===== src/rtl/iob_split_n_pkg.sv =====
// Shared interconnect definitions: bus-width defaults, split FSM state encoding,
// the read data returned on error completions, and a timer width helper.
package iob_split_n_pkg;

  localparam int IOB_ADDR_W_DEF = 32;
  localparam int IOB_DATA_W_DEF = 32;
  localparam int IOB_MAX_SLAVES = 16;

  typedef enum logic [1:0] {
    ST_IDLE   = 2'd0,
    ST_ACTIVE = 2'd1,
    ST_ERR    = 2'd2
  } split_state_t;

  // Every bit of an error completion's read data takes this value.
  localparam logic ERR_RDATA_BIT = 1'b0;

  // A timeout of 0 disables the timer, but the counter still needs one bit.
  function automatic int timer_width(input int limit);
    return (limit > 0) ? $clog2(limit + 1) : 1;
  endfunction

endpackage


===== src/rtl/iob_split_timer.sv =====
// Transaction timeout counter: cleared when a transaction starts, counts active
// cycles, and flags expiry once the count reaches LIMIT (never when LIMIT is 0).
module iob_split_timer #(
  parameter int WIDTH = 8,
  parameter int LIMIT = 255
) (
  input  logic clk,
  input  logic rst,
  input  logic clear,
  input  logic enable,
  output logic expire
);

  logic [WIDTH-1:0] count_reg;

  always_ff @(posedge clk) begin
    if (rst || clear) begin
      count_reg <= '0;
    end else if (enable) begin
      count_reg <= count_reg + WIDTH'(1);
    end
  end

  assign expire = (LIMIT != 0) && (count_reg == WIDTH'(LIMIT));

endmodule


===== src/rtl/iob_split_n.sv =====
// One-master to N-slave request splitter with address-based routing, one
// outstanding transaction, a response timeout and a sticky error record.
module iob_split_n
  import iob_split_n_pkg::*;
#(
  parameter int N_SLAVES = 2,
  parameter int ADDR_W   = IOB_ADDR_W_DEF,
  parameter int DATA_W   = IOB_DATA_W_DEF,
  parameter int SEL_MODE = 0,
  parameter int SEL_W    = 1,
  parameter int TIMEOUT  = 255
) (
  input  logic                         clk,
  input  logic                         rst,
  input  logic                         m_valid,
  input  logic                         m_instr,
  input  logic [ADDR_W-1:0]            m_addr,
  input  logic [DATA_W-1:0]            m_wdata,
  input  logic [DATA_W/8-1:0]          m_wstrb,
  output logic [DATA_W-1:0]            m_rdata,
  output logic                         m_ready,
  output logic [N_SLAVES-1:0]          s_valid,
  output logic [N_SLAVES*ADDR_W-1:0]   s_addr,
  output logic [N_SLAVES*DATA_W-1:0]   s_wdata,
  output logic [N_SLAVES*DATA_W/8-1:0] s_wstrb,
  input  logic [N_SLAVES*DATA_W-1:0]   s_rdata,
  input  logic [N_SLAVES-1:0]          s_ready,
  output logic                         err,
  output logic [ADDR_W-1:0]            err_addr
);

  localparam int STRB_W = DATA_W / 8;
  localparam int CNT_W  = timer_width(TIMEOUT);

  split_state_t        state_reg;
  logic [SEL_W-1:0]    idx_reg;
  logic [ADDR_W-1:0]   addr_reg;
  logic [DATA_W-1:0]   wdata_reg;
  logic [STRB_W-1:0]   wstrb_reg;
  logic [N_SLAVES-1:0] s_valid_reg;
  logic                err_reg;
  logic [ADDR_W-1:0]   err_addr_reg;

  logic [SEL_W-1:0]    idx_next;
  logic                idx_ok;
  logic [N_SLAVES-1:0] sel_ready;
  logic                hit;
  logic                enter_active;
  logic                expire;
  logic [DATA_W-1:0]   rdata_masked [N_SLAVES];
  logic [DATA_W-1:0]   rdata_mux;

  // Instruction fetches bypass address decode when SEL_MODE is 1.
  always_comb begin
    idx_next = m_addr[ADDR_W-1 -: SEL_W];
    if (SEL_MODE == 1 && m_instr) begin
      idx_next = '0;
    end
  end

  assign idx_ok       = (32'(idx_next) < 32'(N_SLAVES));
  assign enter_active = (state_reg == ST_IDLE) && m_valid && idx_ok;

  iob_split_timer #(
    .WIDTH (CNT_W),
    .LIMIT (TIMEOUT)
  ) u_timer (
    .clk    (clk),
    .rst    (rst),
    .clear  (enter_active),
    .enable (state_reg == ST_ACTIVE),
    .expire (expire)
  );

  genvar gi;
  generate
    for (gi = 0; gi < N_SLAVES; gi++) begin : g_slave
      assign s_valid[gi] = s_valid_reg[gi] & ~rst;
      assign s_addr[gi*ADDR_W +: ADDR_W]  = s_valid_reg[gi] ? addr_reg  : '0;
      assign s_wdata[gi*DATA_W +: DATA_W] = s_valid_reg[gi] ? wdata_reg : '0;
      assign s_wstrb[gi*STRB_W +: STRB_W] = s_valid_reg[gi] ? wstrb_reg : '0;
      // Only the routed slave can complete the transaction.
      assign sel_ready[gi] = (state_reg == ST_ACTIVE) && (idx_reg == SEL_W'(gi)) && s_ready[gi];
      assign rdata_masked[gi] = sel_ready[gi] ? s_rdata[gi*DATA_W +: DATA_W] : '0;
    end
  endgenerate

  always_comb begin
    rdata_mux = '0;
    for (int i = 0; i < N_SLAVES; i++) begin
      rdata_mux = rdata_mux | rdata_masked[i];
    end
  end

  assign hit      = |sel_ready;
  assign m_ready  = ~rst & (hit | (state_reg == ST_ERR));
  assign m_rdata  = rst ? '0 :
                    (state_reg == ST_ERR) ? {DATA_W{ERR_RDATA_BIT}} : rdata_mux;
  assign err      = err_reg;
  assign err_addr = err_addr_reg;

  always_ff @(posedge clk) begin
    if (rst) begin
      state_reg    <= ST_IDLE;
      idx_reg      <= '0;
      addr_reg     <= '0;
      wdata_reg    <= '0;
      wstrb_reg    <= '0;
      s_valid_reg  <= '0;
      err_reg      <= 1'b0;
      err_addr_reg <= '0;
    end else begin
      case (state_reg)
        ST_IDLE: begin
          if (m_valid) begin
            idx_reg   <= idx_next;
            addr_reg  <= m_addr;
            wdata_reg <= m_wdata;
            wstrb_reg <= m_wstrb;
            if (idx_ok) begin
              state_reg   <= ST_ACTIVE;
              s_valid_reg <= N_SLAVES'(1) << idx_next;
            end else begin
              state_reg <= ST_ERR;
              if (!err_reg) begin
                err_reg      <= 1'b1;
                err_addr_reg <= m_addr;
              end
            end
          end
        end
        ST_ACTIVE: begin
          // A response in the expiry cycle still wins over the timeout.
          if (hit) begin
            state_reg   <= ST_IDLE;
            s_valid_reg <= '0;
          end else if (expire) begin
            state_reg   <= ST_ERR;
            s_valid_reg <= '0;
            if (!err_reg) begin
              err_reg      <= 1'b1;
              err_addr_reg <= addr_reg;
            end
          end
        end
        ST_ERR: begin
          state_reg <= ST_IDLE;
        end
        default: begin
          state_reg   <= ST_IDLE;
          s_valid_reg <= '0;
        end
      endcase
    end
  end

endmodule


===== config.mk =====
export PLATFORM = sky130hd
export DESIGN_NAME = iob_split_n
export DESIGN_NICKNAME = d
export VERILOG_FILES = /design/src/rtl/iob_split_n_pkg.sv /design/src/rtl/iob_split_timer.sv /design/src/rtl/iob_split_n.sv
export SDC_FILE = /design/constraint.sdc
export NUM_CORES = 1
export LEC_CHECK = 0
export CAP_MARGIN = 20
export CORE_AREA = 2 2 133 135
export DETAILED_ROUTE_END_ITERATION = 8
export DIE_AREA = 0 0 135 137
export PLACE_DENSITY_LB_ADDON = 0.05
export SKIP_CTS_REPAIR_TIMING = 1
export SYNTH_ARGS = -nofsm -noshare
export SYNTH_HDL_FRONTEND = slang
export SYNTH_SLANG_ARGS = --single-unit

===== constraint.sdc =====
create_clock -name clk -period 1.7 [get_ports clk]
set_input_delay 0.34 -clock clk [delete_from_list [all_inputs] [get_ports clk]]
set_output_delay 0.34 -clock clk [all_outputs]
set_load 0.01 [all_outputs]

==> results of run 1 <==
==> cells in the mapped netlist (2+ instances only) <==
cell,n
nand2_1,139
and2_1,136
dfxtp_1,113
a21oi_1,70
nand2b_1,70
nor2_1,49
clkbuf_1,45
a22oi_1,34
mux2i_1,32
buf_2,6
xor2_1,5
buf_1,3
buf_6,3
nand4_1,3
a22o_1,2
buf_4,2
mux2_2,2
nor2b_1,2
==> worst reg2reg max path: stages, from the launching register on <==
cell       delay, ns
dfxtp_1         0.37
and4_4          0.25
nand4_4         0.14
nor3_4          0.22
buf_12          0.15
clkbuf_16       0.20
mux2i_1         0.20
==> worst min path at each step <==
stage / startpoint / endpoint / slack (ns) / cells after the start
final: rst / err / 0.30 / 3
after global routing: rst / err / 0.31 / 3
after CTS: rst / err / 0.29 / 3
after detailed placement: wdata_reg[15] / wdata_reg[15] / 0.45 / 2
after global placement: wdata_reg[3] / wdata_reg[3] / 0.45 / 2
after floorplan: wdata_reg[0] / wdata_reg[0] / 0.44 / 2
==> cell type report <==
class	count	area (um^2)	share of cell area (%)
multi-input cells	560	3250	32.0
flip-flops and latches	113	2270	22.4
repair buffers	401	3780	37.3
clock inverters	5	52.6	0.518
well taps	225	282	2.77
clock buffers	25	505	4.98
==> routing by layer <==
| layer | up-vias | share of wire, % |
|---|---|---|
| met1 | 2809 | 40 |
| met2 | 222 | 51 |
| li1 | 3093 | - |
| met5 | - | 0 |
| met3 | 19 | 8.4 |
| met4 | 0 | 0.94 |
==> power by group <==
group          internal (mW)  switching [mW]  leakage, nW  total, mW
logic                  0.641           0.490         4.00       1.13
clock network           2.17            1.17        0.275       3.35
registers               2.76          0.0956        0.924       2.86
total                   5.58            1.76         5.19       7.33
==> cell families (layout without fill, tap and decap cells) <==
kind of cell	Yosys count	after routing	synth area share, %
simple gates	410	410	37.2
mux	34	34	6.02
compound gates	110	110	11.5
flops	113	113	39.7
xor+xnor	5	5	0.769
fa+ha+maj	1	1	0.220
buf+inv	59	431	4.55
==> through the flow <==
stage	worst slack [ns]	instance area, um^2	utilization, %	TNS (ns)	std cells
after floorplan	0.00783	5700	-	0	732
after global placement	-0.663	9520	55.8	-31.73	1273
after detailed placement	-0.688	9520	55.8	-32.72	1273
after CTS	-0.729	10100	59.1	-71.07	1303
after global routing	-0.428	10100	59.5	-18.36	1329
final	-0.351	10100	59.5	-13.19	1329
==> out/results.ini, run 1 <==
[detailed_routing]
drt-initial-drc-count = 239
drc_errors = 0
final_antenna_net_count = 0
wire_per_inst_um = 17.3
vias_per_cell = 4.62
dr.pass1.iters = 4
vias = 6143
wirelength_um = 22900

[setup_path]
critPathRequiredTime_ns = 1.36
start_kind = flop
path_common_cell = buf_6
worstReg2RegEnd = err_addr[3]
cp.buffers_inverters = 3
slowest_stage = dfxtp_2
cp-end-kind = output port
reg2reg_from = u_timer.count_reg[4]
cp.arrival_ns = 1.71
crit_type = flop to output port
r2r_slack_ns = 0.09
crit_end = m_rdata[21]
crit_family = simple AND/OR/NAND/NOR gates
worst-path-stages = 7
cpPeakStageDelay_ns = 0.31
r2r_cells = 6
path_cells = nand2b_4, nor2_4, buf_6, buf_6, a22oi_1, nor2_1, buf_2
startpoint = idx_reg
cp_max_fo = 7

[logic_synthesis]
synth_cell_types = 34
yosysWarnings = 0
synth.largest_area_cell = dfxtp_1
ys_async_sr_fraction_pct = 0
netlist_area_mm2 = 0.00570
syn_inst = 732
synth-edff-count = 0
postSynthAreaPerCell_um2 = 7.78
synth_top_area_share_pct = 39.7
synth_top_cells_by_area = dfxtp_1 40%, and2_1 15%, nand2_1 9.2%
yosysSeqAreaShare_pct = 39.7
synth.net_count = 871
ys.flop_type = dfxtp_1
ys_seq_elements = 113

[floorplan]
rows = 48
die_x_um = 135
io_pins = 342
start_util_pct = 33.4
die_h_um = 137
die-area_mm2 = 0.0185
coreArea_mm2 = 0.0171

[grt]
globalRoute.busiestLayer = met2
grt_pass1_vias = 5559
met3_usage_pct = 8.22
met2_usage_pct = 38.9
grt_pass1_wl_um = 31100
grt_max_degree = 77
met1_usage_pct = 24.4
antenna_found_initial = 0
grt-ovfl-total = 0
grt.total_usage_pct = 21.8

[timing]
tightest_slew_ns = 0.714
finalCriticalPeriod_ns = 2.05
fin_crit_sh_pct = 121
finalSetupViolCount = 67
rsz0062_at_grt = true
setup_slack_ns = -0.351
finalHoldWorstSlack_ns = 0.304
fin_skew_ns = 0.00618
slew_headroom_pct = 52.4
timing.fmax_ghz = 0.488
slew_viol_final = 0
finalHoldViolCount = 0

[clock_network]
cts_root_buffer = clkbuf_16
cts_sinks = 113
clkSlewWorstSetupHoldPaths_ns = 0.05
cts_buffers = 17
clk-insertion-delay-late_ns = 0.42
clock_path_buffers = 2
cts_tree = built
cts_htree_levels = 4

[hold_path]
hold_path_class = input port to flop

[power_and_ir_drop]
p_total_mw = 7.33
p_leak_nw = 5.19
power_density_mw_per_mm2 = 723
ir_drop_v = 0.000586

[flow_run]
cap_violations = 0

[final_layout]
final_common_cell = clkdlybuf4s50_1
insertedDiodeCount = 0
fillers = 1597
layout_common_cells = 161 x clkdlybuf4s50_1, 139 x nand2_1, 131 x and2_1, 109 x dfxtp_1, 75 x clkbuf_2
final_layout_size_suffix_gt1_share_pct = 21.0
area_growth_syn_to_layout_pct = 78.2
nets = 1232

[place]
hpwl_um = 15500
io_buffer_count = 340
gp_congestion = 0.860

[status]
violations = setup timing
status = finished with violations

No activity file was read; power rests on OpenSTA's default activity.
==> run 2: changes to the inputs <==
--- a/config.mk
+++ b/config.mk
@@ -6,9 +6,11 @@
 export NUM_CORES = 1
 export LEC_CHECK = 0
 export CAP_MARGIN = 20
-export CORE_AREA = 2 2 133 135
+export CELL_PAD_IN_SITES_DETAIL_PLACEMENT = 1
+export CELL_PAD_IN_SITES_GLOBAL_PLACEMENT = 1
+export CORE_MARGIN = 2
+export CORE_UTILIZATION = 28
 export DETAILED_ROUTE_END_ITERATION = 8
-export DIE_AREA = 0 0 135 137
 export PLACE_DENSITY_LB_ADDON = 0.05
 export SKIP_CTS_REPAIR_TIMING = 1
 export SYNTH_ARGS = -nofsm -noshare
==> constraint.sdc (replaced) <==
create_clock -name clk -period 2.6 [get_ports clk]
set_input_delay 0.52 -clock clk [delete_from_list [all_inputs] [get_ports clk]]
set_output_delay 0.52 -clock clk [all_outputs]
set_load 0.1 [all_outputs]
==> out/results.ini, run 2 (synthesized netlist as in run 1, its figures left out) <==
[floorplan]
die_h_um = 147
rows = 52
start_util_pct = 28.3
io_pins = 342
die_x_um = 147
die-area_mm2 = 0.0215
coreArea_mm2 = 0.0201

[timing]
timing.fmax_ghz = 0.406
finalHoldWorstSlack_ns = 0.391
tightest_slew_ns = 0.489
setup_slack_ns = 0.134
setup_tns_ns = 0
fin_crit_sh_pct = 94.8
finalCriticalPeriod_ns = 2.47
finalHoldViolCount = 0
slew_headroom_pct = 67.4
rsz0062_at_grt = false
fin_skew_ns = 0.0105
finalSetupViolCount = 0
slew_viol_final = 0

[clock_network]
cts_buffers = 17
clk-insertion-delay-late_ns = 0.41
clkSlewWorstSetupHoldPaths_ns = 0.05
cts_tree = built
cts_htree_levels = 4
cts_root_buffer = clkbuf_16
cts_sinks = 113
clock_path_buffers = 2

[detailed_routing]
drc_errors = 0
wirelength_um = 23600
vias_per_cell = 4.62
dr.pass1.iters = 4
final_antenna_net_count = 0
drt-initial-drc-count = 225
vias = 6149
wire_per_inst_um = 17.8

[grt]
grt-ovfl-total = 0
globalRoute.busiestLayer = met2
grt_pass1_wl_um = 36300
grt_max_degree = 85
met3_usage_pct = 9.44
grt.total_usage_pct = 21.7
antenna_found_initial = 0
met1_usage_pct = 25.0
met2_usage_pct = 37.1
grt_pass1_vias = 6225

[setup_path]
cp_max_fo = 33
startpoint = s_ready[0]
crit_type = input port to output port
cp-end-kind = output port
r2r_cells = 6
reg2reg_from = state_reg[0]
path_common_cell = buf_12
slowest_stage = clkdlybuf4s50_1
cp.arrival_ns = 1.95
critPathRequiredTime_ns = 2.08
cpPeakStageDelay_ns = 0.46
start_kind = input port
path_cells = clkdlybuf4s50_1, nand2b_1, nor2_2, buf_12, a22oi_1, nor2_4, buf_12

[final_layout]
area_growth_syn_to_layout_pct = 93.4
fillers = 2234
nets = 1186
layout_common_cells = 139 x nand2_1, 136 x and2_1, 135 x clkdlybuf4s50_1, 116 x buf_12, 111 x dfxtp_1
fin_area_mm2 = 0.0110
final_layout_size_suffix_gt1_share_pct = 27.8
final_common_cell = nand2_1
insertedDiodeCount = 0

[place]
placed_area_mm2 = 0.0104
dp_slack_ns = 0.129
io_buffer_count = 340
hpwl_um = 17500
gp_congestion = 0.764

[power_and_ir_drop]
p_total_mw = 5.24
p_leak_nw = 4.29
power_density_mw_per_mm2 = 476
ir_drop_v = 0.000496

[hold_path]
min_from = rst
hold_path_class = input port to flop
min_path_cells = 2

[status]
status = finished, final reports clean

[flow_run]
cap_violations = 0

run 2: cell types whose count changed in the layout (fill, tap and decap cells not counted), sizes merged:
| cell | previous run | this run |
|---|---|---|
| buf | 96 | 220 |
| bufinv | 1 | 2 |
| clkbuf | 108 | 22 |
| clkdlybuf4s50 | 161 | 135 |
| clkinv | 3 | 6 |
| clkinvlp | 1 | 2 |
| dlymetal6s2s | 61 | 0 |
run 2: worst paths after layout:
path | endpoint | slack, ns
max | m_rdata[27] | 0.13
max reg2reg | err_addr[7] | 0.84
min reg2reg | wdata_reg[12] | 0.46
min | addr_reg[21] | 0.39
run 2: report_power, final:
group | switching, mW | internal [mW]
registers | 0.0573 | 1.80
clock network | 0.826 | 1.48
logic | 0.641 | 0.437
run 2: critical path, delay by kind of cell:
kind	cells	cell delay [ns]
AOI/OAI and AO/OA	1	0.15
buffers and inverters	3	0.86
and+or+nand+nor	3	0.41
run 2: area by class of cell:
cell class / count / area (um^2) / area share, %
tap: 270 / 338 / 3.07
sequential: 113 / 2260 / 20.6
clock buffer: 22 / 474 / 4.30
clock inverter: 10 / 109 / 0.988
multi-input combinational: 560 / 3380 / 30.6
timing repair buffer: 355 / 4450 / 40.4
run 2: layer usage:
layer	up-vias	share of wire [%]
met5	-	0
met4	0	1.3
met3	23	9.2
met2	217	50
met1	2912	40
li1	2997	-
run 2: through the flow:
stage               utilization, %  instances
floorplan                        -        732
global placement              51.9       1298
detailed placement            51.9       1298
CTS                           54.8       1330
global route                  54.8       1330
finish                        54.8       1330
==> run 3: changes to the inputs <==
--- a/config.mk
+++ b/config.mk
@@ -8,9 +8,9 @@
 export CAP_MARGIN = 20
 export CELL_PAD_IN_SITES_DETAIL_PLACEMENT = 1
 export CELL_PAD_IN_SITES_GLOBAL_PLACEMENT = 1
-export CORE_MARGIN = 2
 export CORE_UTILIZATION = 28
 export DETAILED_ROUTE_END_ITERATION = 8
+export GPL_ROUTABILITY_DRIVEN = 0
 export PLACE_DENSITY_LB_ADDON = 0.05
 export SKIP_CTS_REPAIR_TIMING = 1
 export SYNTH_ARGS = -nofsm -noshare
==> out/results.ini, run 3 (synthesized netlist as in run 1, its figures left out) <==
[grt]
grt_pass1_vias = 6177
grt_pass1_wl_um = 34100
antenna_found_initial = 0
grt_max_degree = 64
grt-ovfl-total = 0
grt.total_usage_pct = 21.7

[place]
io_buffer_count = 340
placed_area_mm2 = 0.0104
dp.cells = 1292
hpwl_um = 16800

[setup_path]
r2r_cells = 5
cp-end-kind = output port
startpoint = s_ready[0]
reg2reg_from = state_reg[1]
cp.arrival_ns = 1.94
start_kind = input port
critPathRequiredTime_ns = 2.08
cp_max_fo = 33
crit_type = input port to output port

[final_layout]
nets = 1185
final_layout_size_suffix_gt1_share_pct = 27.7
insertedDiodeCount = 0
area_growth_syn_to_layout_pct = 92.9
layout_common_cells = 139 x nand2_1, 136 x and2_1, 135 x clkdlybuf4s50_1, 116 x buf_12, 111 x dfxtp_1
final_common_cell = nand2_1
fin_cells = 1321
fin_area_mm2 = 0.0110

[timing]
slew_headroom_pct = 58.1
slew_viol_final = 0
timing.fmax_ghz = 0.406
rsz0062_at_grt = false
finalSetupViolCount = 0
fin_skew_ns = 0.0137
setup_tns_ns = 0
finalHoldViolCount = 0
finalCriticalPeriod_ns = 2.46
fin_crit_sh_pct = 94.7
tightest_slew_ns = 0.628

[detailed_routing]
wirelength_um = 22900
wire_per_inst_um = 17.3
vias_per_cell = 4.58
dr.pass1.iters = 4
drt-initial-drc-count = 178
drc_errors = 0
vias = 6055
final_antenna_net_count = 0

[floorplan]
die_x_um = 145
io_pins = 342
die_h_um = 145
rows = 51
start_util_pct = 28.9
die-area_mm2 = 0.0209
coreArea_mm2 = 0.0197

[clock_network]
clock_path_buffers = 2
cts_buffers = 17
clk-insertion-delay-late_ns = 0.41
cts_sinks = 113
clkSlewWorstSetupHoldPaths_ns = 0.05
cts_tree = built
cts_htree_levels = 4
cts_root_buffer = clkbuf_16

[hold_path]
min_from = wdata_reg[0]
min_path_cells = 2
hold_path_class = flop to flop

[power_and_ir_drop]
power_density_mw_per_mm2 = 474
ir_drop_v = 0.000459
p_leak_nw = 4.27

[status]
status = finished, final reports clean

[flow_run]
cap_violations = 0

==> run 3: area by class of cell <==
cell class / instances / area [um^2]
Clock inverter: 9 / 111
Clock buffer: 20 / 457
Tap cell: 265 / 332
Sequential cell: 113 / 2260
Fill cell: 2165 / 8730
Timing Repair Buffer: 354 / 4450
Multi-Input combinational cell: 560 / 3380
==> run 3: final timing paths <==
kind	endpoint	slack, ns
worst min-delay path	wdata_reg[0]	0.46
worst max-delay path	m_rdata[25]	0.14
worst max register to register	u_timer.count_reg[7]	0.74
worst min register to register	wdata_reg[0]	0.46
==> run 3: power breakdown <==
part	internal, mW	switching [mW]	total [mW]
Combinational	0.438	0.628	1.07
Sequential	1.80	0.0678	1.87
Clock	1.44	0.824	2.27
==> run 3: worst max-delay path, cell delays in order <==
cell,delay [ns]
clkdlybuf4s50_1,0.46
nand2b_1,0.11
nor2_2,0.15
buf_12,0.20
a22oi_1,0.15
nor2_4,0.15
buf_12,0.19
==> run 3: layer usage <==
metal / vias to the layer above / GRT usage [%] / part of all wire [%]
li1: 2996 / - / -
met2: 210 / 37.8 / 50
met4: 0 / 6.48 / 1.2
met3: 18 / 9.14 / 9.9
met5: - / 0 / 0
met1: 2831 / 23.9 / 39
==> run 3: metrics by stage <==
step	power (mW)	hold slack (ns)	util (%)	setup WS (ns)
6_report	5.20	0.461	55.7	0.138
2_1_floorplan	2.49	0.440	-	-0.160
3_3_place_gp	2.97	0.447	52.8	0.135
5_1_grt	5.42	0.486	55.7	0.0528
4_1_cts	5.28	0.464	55.7	0.123
3_5_place_dp	2.99	0.456	52.8	0.137
